### src/rtl/riscv_mext_pkg.sv
// Types and sizing shared by the M-extension execute units.
package riscv_mext_pkg;
   localparam int DIV_XLEN = 64;
   localparam int CNT_W    = $clog2(DIV_XLEN) + 1;

   typedef enum logic [1:0] {DIV, DIVU, REM, REMU} div_op_t;
   typedef enum logic [1:0] {IDLE, CALC, FIX, DONE} div_state_t;
endpackage

### src/rtl/sign_pkg.sv
// Shared operand-widening helpers: widen a register value by one sign or zero bit so that
// taking a magnitude can never overflow.
package sign_pkg;
   localparam int SIGN_XLEN = 64;
   localparam int SIGN_HW   = SIGN_XLEN / 2;

   function automatic logic [SIGN_XLEN:0] as_signed(input logic [SIGN_XLEN-1:0] x);
      return {x[SIGN_XLEN-1], x};
   endfunction

   function automatic logic [SIGN_XLEN:0] as_unsigned(input logic [SIGN_XLEN-1:0] x);
      return {1'b0, x};
   endfunction

   function automatic logic [SIGN_HW:0] as_signedw(input logic [SIGN_HW-1:0] x);
      return {x[SIGN_HW-1], x};
   endfunction

   function automatic logic [SIGN_HW:0] as_unsignedw(input logic [SIGN_HW-1:0] x);
      return {1'b0, x};
   endfunction
endpackage

### src/rtl/riscv_div_step.sv
// One restoring-division iteration: shift the next dividend bit into the partial remainder,
// subtract the divisor when it fits and shift the resulting quotient bit into the dividend register.
module riscv_div_step #(
   parameter int W = 64
) (
   input  logic [W-1:0] rem_i,
   input  logic [W-1:0] dvd_i,
   input  logic [W-1:0] dsr_i,
   output logic [W-1:0] rem_o,
   output logic [W-1:0] dvd_o
);
   logic [W:0]   trial;
   logic [W-1:0] diff;
   logic         ge;

   assign trial = {rem_i, dvd_i[W-1]};
   assign ge    = trial >= {1'b0, dsr_i};
   // The partial remainder stays below the divisor, so a W-bit difference is exact when ge is set.
   assign diff  = trial[W-1:0] - dsr_i;
   assign rem_o = ge ? diff : trial[W-1:0];
   assign dvd_o = {dvd_i[W-2:0], ge};
endmodule

### src/rtl/riscv_div_unit.sv
// Iterative radix-2 restoring divider for DIV/DIVU/REM/REMU and their W variants.
// Magnitudes are divided MSB-first, then the sign is fixed up in a single extra cycle.
module riscv_div_unit
   import riscv_mext_pkg::*;
   import sign_pkg::*;
#(
   parameter int XLEN = DIV_XLEN
) (
   input  logic            i_riscv_div_clk,
   input  logic            i_riscv_div_rstn,
   input  logic            i_riscv_div_start,
   input  logic            i_riscv_div_kill,
   input  logic [1:0]      i_riscv_div_op,
   input  logic            i_riscv_div_word,
   input  logic [XLEN-1:0] i_riscv_div_rs1,
   input  logic [XLEN-1:0] i_riscv_div_rs2,
   output logic [XLEN-1:0] o_riscv_div_result,
   output logic            o_riscv_div_valid,
   output logic            o_riscv_div_busy
);
   localparam int HW = XLEN / 2;
   localparam logic [XLEN-1:0] MIN_D = {1'b1, {(XLEN-1){1'b0}}};
   localparam logic [XLEN-1:0] MIN_W = {{(HW+1){1'b1}}, {(HW-1){1'b0}}};

   div_state_t       state_q;
   logic [XLEN-1:0]  result_q;
   logic             valid_q;
   logic             busy_q;
   logic [CNT_W-1:0] cnt_q;
   logic [XLEN-1:0]  rem_q;
   logic [XLEN-1:0]  dvd_q;
   logic [XLEN-1:0]  dsr_q;
   logic             neg_res_q;
   logic             is_rem_q;
   logic             word_q;

   div_op_t          op_d;
   logic             signed_d;
   logic             is_rem_d;
   logic [HW:0]      aw_d;
   logic [HW:0]      bw_d;
   logic [XLEN:0]    a_wide_d;
   logic [XLEN:0]    b_wide_d;
   logic             neg_a_d;
   logic             neg_b_d;
   logic [XLEN-1:0]  mag_a_d;
   logic [XLEN-1:0]  mag_b_d;
   logic             b_zero_d;
   logic             ovf_d;
   logic             special_d;
   logic [XLEN-1:0]  dvd_sext_d;
   logic [XLEN-1:0]  spec_res_d;
   logic [XLEN-1:0]  step_rem_d;
   logic [XLEN-1:0]  step_dvd_d;
   logic [CNT_W-1:0] cnt_last_d;
   logic [XLEN-1:0]  raw_d;
   logic [XLEN-1:0]  signed_raw_d;
   logic [XLEN-1:0]  fix_res_d;

   assign op_d     = div_op_t'(i_riscv_div_op);
   assign signed_d = (op_d == DIV) || (op_d == REM);
   assign is_rem_d = (op_d == REM) || (op_d == REMU);

   always_comb begin
      aw_d = signed_d ? as_signedw(i_riscv_div_rs1[HW-1:0]) : as_unsignedw(i_riscv_div_rs1[HW-1:0]);
      bw_d = signed_d ? as_signedw(i_riscv_div_rs2[HW-1:0]) : as_unsignedw(i_riscv_div_rs2[HW-1:0]);
      if (i_riscv_div_word) begin
         a_wide_d = {{HW{aw_d[HW]}}, aw_d};
         b_wide_d = {{HW{bw_d[HW]}}, bw_d};
      end else begin
         a_wide_d = signed_d ? as_signed(i_riscv_div_rs1) : as_unsigned(i_riscv_div_rs1);
         b_wide_d = signed_d ? as_signed(i_riscv_div_rs2) : as_unsigned(i_riscv_div_rs2);
      end
   end

   assign neg_a_d = a_wide_d[XLEN];
   assign neg_b_d = b_wide_d[XLEN];
   assign mag_a_d = neg_a_d ? -a_wide_d[XLEN-1:0] : a_wide_d[XLEN-1:0];
   assign mag_b_d = neg_b_d ? -b_wide_d[XLEN-1:0] : b_wide_d[XLEN-1:0];

   assign b_zero_d = i_riscv_div_word ? (i_riscv_div_rs2[HW-1:0] == '0) : (i_riscv_div_rs2 == '0);
   assign ovf_d    = signed_d && (i_riscv_div_word
                     ? (i_riscv_div_rs1[HW-1:0] == MIN_D[XLEN-1:HW] && i_riscv_div_rs2[HW-1:0] == '1)
                     : (i_riscv_div_rs1 == MIN_D && i_riscv_div_rs2 == '1));
   assign special_d  = b_zero_d || ovf_d;
   assign dvd_sext_d = i_riscv_div_word ? {{HW{i_riscv_div_rs1[HW-1]}}, i_riscv_div_rs1[HW-1:0]}
                                        : i_riscv_div_rs1;

   always_comb begin
      spec_res_d = '0;
      if (b_zero_d)
         spec_res_d = is_rem_d ? dvd_sext_d : '1;
      else if (!is_rem_d)
         spec_res_d = i_riscv_div_word ? MIN_W : MIN_D;
   end

   riscv_div_step #(.W(XLEN)) u_step (
      .rem_i (rem_q),
      .dvd_i (dvd_q),
      .dsr_i (dsr_q),
      .rem_o (step_rem_d),
      .dvd_o (step_dvd_d)
   );

   // After the last step the quotient sits in dvd_q (low half for word ops) and the remainder in rem_q.
   assign cnt_last_d   = word_q ? CNT_W'(HW - 1) : CNT_W'(XLEN - 1);
   assign raw_d        = is_rem_q ? rem_q : dvd_q;
   assign signed_raw_d = neg_res_q ? -raw_d : raw_d;
   assign fix_res_d    = word_q ? {{HW{signed_raw_d[HW-1]}}, signed_raw_d[HW-1:0]} : signed_raw_d;

   always_ff @(posedge i_riscv_div_clk or negedge i_riscv_div_rstn) begin
      if (!i_riscv_div_rstn) begin
         state_q   <= IDLE;
         result_q  <= '0;
         valid_q   <= 1'b0;
         busy_q    <= 1'b0;
         cnt_q     <= '0;
         rem_q     <= '0;
         dvd_q     <= '0;
         dsr_q     <= '0;
         neg_res_q <= 1'b0;
         is_rem_q  <= 1'b0;
         word_q    <= 1'b0;
      end else if (i_riscv_div_kill) begin
         state_q <= IDLE;
         valid_q <= 1'b0;
         busy_q  <= 1'b0;
      end else begin
         valid_q <= 1'b0;
         case (state_q)
            IDLE, DONE: begin
               if (i_riscv_div_start) begin
                  busy_q <= 1'b1;
                  if (special_d) begin
                     result_q <= spec_res_d;
                     valid_q  <= 1'b1;
                     state_q  <= DONE;
                  end else begin
                     cnt_q     <= '0;
                     rem_q     <= '0;
                     dvd_q     <= i_riscv_div_word ? {mag_a_d[HW-1:0], {HW{1'b0}}} : mag_a_d;
                     dsr_q     <= mag_b_d;
                     neg_res_q <= is_rem_d ? neg_a_d : (neg_a_d ^ neg_b_d);
                     is_rem_q  <= is_rem_d;
                     word_q    <= i_riscv_div_word;
                     state_q   <= CALC;
                  end
               end else begin
                  busy_q  <= 1'b0;
                  state_q <= IDLE;
               end
            end
            CALC: begin
               rem_q <= step_rem_d;
               dvd_q <= step_dvd_d;
               cnt_q <= cnt_q + CNT_W'(1);
               if (cnt_q == cnt_last_d)
                  state_q <= FIX;
            end
            FIX: begin
               result_q <= fix_res_d;
               valid_q  <= 1'b1;
               state_q  <= DONE;
            end
            default: state_q <= IDLE;
         endcase
      end
   end

   assign o_riscv_div_result = result_q;
   assign o_riscv_div_valid  = valid_q;
   assign o_riscv_div_busy   = busy_q;
endmodule

### config.mk
export PLATFORM = sky130hd
export DESIGN_NAME = riscv_div_unit
export DESIGN_NICKNAME = d
export VERILOG_FILES = /design/src/rtl/riscv_mext_pkg.sv /design/src/rtl/sign_pkg.sv /design/src/rtl/riscv_div_step.sv /design/src/rtl/riscv_div_unit.sv
export SDC_FILE = /design/constraint.sdc
export NUM_CORES = 1
export LEC_CHECK = 0
export ABC_CLOCK_PERIOD_IN_PS = 5200
export CORE_MARGIN = 4
export CORE_UTILIZATION = 30
export DETAILED_ROUTE_END_ITERATION = 10
export GPL_TIMING_DRIVEN = 0
export PLACE_DENSITY = 0.47
export SETUP_SLACK_MARGIN = 0.3
export SYNTH_ARGS = -nofsm -noshare
export SYNTH_HDL_FRONTEND = slang
export SYNTH_SLANG_ARGS = --single-unit
### constraint.sdc
create_clock -name i_riscv_div_clk -period 5.2 [get_ports i_riscv_div_clk]
set_input_delay 1.3 -clock i_riscv_div_clk [delete_from_list [all_inputs] [get_ports i_riscv_div_clk]]
set_output_delay 1.3 -clock i_riscv_div_clk [all_outputs]
set_load 0.05 [all_outputs]
==> results.json, run 1 <==
{
  "status": "complete, no violations",
  "insertion_delay_ns": 0.57,
  "ys_seq_elements": 270,
  "required_ns": 5.63,
  "place.gp.congestion": 1.012,
  "r2r_start": "is_rem_q$_DFFE_PN0P_",
  "rows": 100,
  "slew_violations": 0,
  "drc": 0,
  "seq_area_mm2": 0.006758,
  "fin_crit_ns": 4.966,
  "cts_made_buffers": 38,
  "hold_class": "reg2reg",
  "final_common_cell": "o21ai_0",
  "synth_top_area_cell": "dfrtp_1",
  "async_flop_share": 1.000,
  "rsz0062_at_grt": "no",
  "drt-pass1-iter-count": 6,
  "timing.critical_path.buf_inv": 4,
  "grtUsageMet3": 0.05742,
  "ios": 201,
  "leakage_nw": 11.46,
  "clock_skew_ns": 0.03079,
  "start_util": 0.3037,
  "synth_flop_cell": "dfrtp_1",
  "synth_area_leaders": "dfrtp_1 (30%), o21ai_0 (7.7%), a21oi_1 (6.1%)",
  "r2r_cells": 19,
  "top_usage_layer": "met2",
  "numPortBuffers": 196,
  "holdPathStages": 2,
  "crit_path_end_kind": "flip-flop",
  "cpLargestDelayFamily": "simple AND/OR/NAND/NOR gates",
  "start_kind": "primary input",
  "dieWidth_um": 282.7,
  "max_stage_delay_ns": 0.67,
  "wl_mm": 116.9,
  "grt_use_met1": 0.3899,
  "grt_pass1_vias": 23340,
  "cts_root_buf": "clkbuf_16",
  "max_cap_violations": 0,
  "worstPathArrival_ns": 5.39,
  "maxSlewHeadroom": 0.1780,
  "syn_nets": 3137,
  "rrSetupSlack_ns": 0.36,
  "drt_iter0_drc": 2635,
  "syn_area_mm2": 0.02265,
  "dp_cells": 4098,
  "ctsLongestPathBuffers": 3,
  "synthCells": 2930,
  "die_h_um": 282.7,
  "cp_cell_sequence": "clkdlybuf4s50_1 -> or4bb_4 -> nor4_4 -> nand4_1 -> o21a_1 -> o31ai_4 -> or3_1 -> buf_4 -> o21ai_2 -> buf_2 -> clkbuf_2 -> nor2_1 -> o22ai_1",
  "vias": 24380,
  "final_cells": 4178,
  "layout_setup_ws_ns": 0.2336,
  "synth_top_area_frac": 0.2984,
  "grt_max_degree": 104,
  "wl_per_cell_um": 27.99,
  "die_area_mm2": 0.07994,
  "synth_cell_types": 85,
  "hold_path_startpoint": "o_riscv_div_result[23]$_DFFE_PN0P_",
  "antenna_found_initial": 3,
  "cts_tree": "built",
  "drive_above_1_share": 0.07085,
  "avgSynthCellArea_um2": 7.729,
  "hold_viol": 0,
  "cts_sinks": 270,
  "worstMarginPinSlew_ns": 1.224,
  "gr-total-overflow": 0,
  "area_growth_syn_to_layout_pct": 22.12,
  "finalCritPeriodShare": 0.9551,
  "pre_cts_slack_ns": -2.408,
  "coreArea_mm2": 0.07457,
  "layout_common_cells": "o21ai_0 (344), nand2_1 (286), a21oi_1 (274), dfrtp_1 (269), nor2_1 (245)",
  "nets": 3387,
  "hpwlAfterDp_mm": 96.27,
  "worstSetupPathType": "in2reg",
  "peakVddDrop_mv": 0.2379,
  "postCtsHoldBufs": 0,
  "seq_area_frac_synth": 0.2984,
  "multi_input_area_mm2": 0.01485,
  "clk_pin_slew_worst_paths_ns": 0.06,
  "ant_nets": 0,
  "reg2reg_to": "o_riscv_div_result[26]$_DFFE_PN0P_",
  "grtUsageTotal": 0.2844,
  "drt-vias-per-instance": 5.835,
  "synth_edf_count": 0,
  "setup_viol": 0,
  "crit_slowest_cell": "or4bb_4",
  "fill_cells": 7863,
  "grt_pass1_wl_mm": 166.6,
  "fmax_mhz": 201.4,
  "ys_warn_count": 0,
  "htree_levels": 2,
  "min_to": "o_riscv_div_result[23]$_DFFE_PN0P_",
  "met2_usage": 0.4572,
  "cp_max_fo": 10,
  "cellPowerDensity_mw_per_mm2": 668.0
}
## flip-flops by register name (all words and copies together) (netlist names)
signal              flops
word_q                  1
o_riscv_div_result     64
dvd_q                  64
is_rem_q                1
rem_q                  64
o_riscv_div_valid       1
dsr_q                  64
state_q                 2
neg_res_q               1
o_riscv_div_busy        1
cnt_q                   7
## synth_stat cells (25+ instances only)
cell type / count
nand4_1: 48
buf_2: 40
clkbuf_1: 132
a21oi_1: 274
nor3_1: 97
nor2_1: 247
a21o_1: 39
a22oi_1: 26
nand2b_1: 38
o21ai_0: 349
inv_1: 136
nand2_1: 287
a22o_1: 34
nor4_1: 32
xnor2_1: 123
ha_1: 71
nand3_1: 33
dfrtp_1: 270
mux2i_1: 87
o31ai_1: 54
a221o_1: 25
xor2_1: 111
## per-stage QoR
step	instance area, um^2	total power, W	hold WS, ns	TNS, ns	util
2_1_floorplan	22650	0.01117	0.4463	0	-
3_3_place_gp	25820	0.01538	0.4698	-3058.87	0.3462
3_5_place_dp	25900	0.01545	0.4704	-451.88	0.3473
4_1_cts	27520	0.01830	0.4826	0	0.3691
5_1_grt	27640	0.01958	0.5061	0	0.3707
6_report	27650	0.01847	0.4786	0	0.3708
## metal layers
metal / vias to the layer above / share of wire
met4: 2 / 0.029
met1: 12160 / 0.44
met2: 963 / 0.46
met5: - / 0.00087
met3: 175 / 0.071
li1: 11090 / -
## worst max-delay path by stage
| stage | startpoint | end | slack (ns) | cells after the start |
|---|---|---|---|---|
| 2_1_floorplan | is_rem_q$_DFFE_PN0P_ | o_riscv_div_result[58]$_DFFE_PN0P_ | 0.54 | 19 |
| 3_3_place_gp | i_riscv_div_rstn | o_riscv_div_result[54]$_DFFE_PN0P_ | -9.53 | 1 |
| 3_5_place_dp | i_riscv_div_rs2[32] | rem_q[54]$_DFFE_PN0P_ | -2.41 | 12 |
| 4_1_cts | i_riscv_div_rs1[32] | dvd_q[16]$_DFFE_PN0P_ | 0.31 | 13 |
| 5_1_grt | i_riscv_div_rs2[34] | rem_q[45]$_DFFE_PN0P_ | 0.30 | 15 |
| 6_report | i_riscv_div_rs1[32] | dvd_q[60]$_DFFE_PN0P_ | 0.23 | 13 |
## worst register-to-register path, delay by kind of cell (launching register included)
family,cells,cell delay (ns)
buffers and inverters,9,1.62
adder cells (fa/ha/maj),1,0.24
flip-flops,1,0.37
AO/OA/AOI/OAI,3,0.45
XOR/XNOR,1,0.27
multiplexers,1,0.28
AND/OR/NAND/NOR,4,1.51
## kinds of logic after synthesis
logic type	synth area share
adder cells (fa/ha/maj)	0.04011
buffers and inverters	0.05857
XOR/XNOR	0.09050
multiplexers	0.04293
AO/OA/AOI/OAI	0.2702
AND/OR/NAND/NOR	0.1993
flip-flops	0.2984
## final cells by class
class | count | area share
antenna | 5 | 0.0004524
buffer | 194 | 0.03592
clock buffer | 52 | 0.03814
clock inverter | 12 | 0.005339
inverter | 136 | 0.01846
multi-input combinational | 2330 | 0.5371
sequential | 270 | 0.2444
tap | 969 | 0.04384
timing repair buffer | 210 | 0.07642
## report_power, final
group	internal (W)	switching [W]	total, W	leakage [nW]
logic	0.00406	0.00785	0.0119	7.39
registers	0.00293	0.00103	0.00397	3.49
clock network	0.00156	0.00104	0.00260	0.585
## what timing repair did
item	in CTS	in global routing
setup buffers	9	2
cloned	0	0
endpoints found under the setup margin	268	197
gates resized for setup	104	37
pin swaps	11	5
Power figures use the tool's default switching activity.
==> run 2, diff against run 1 <==
- SKIP_LAST_GASP: default -> 1
==> results of run 2 <==
Final layout, timing and power as in run 1 (identical DEF).
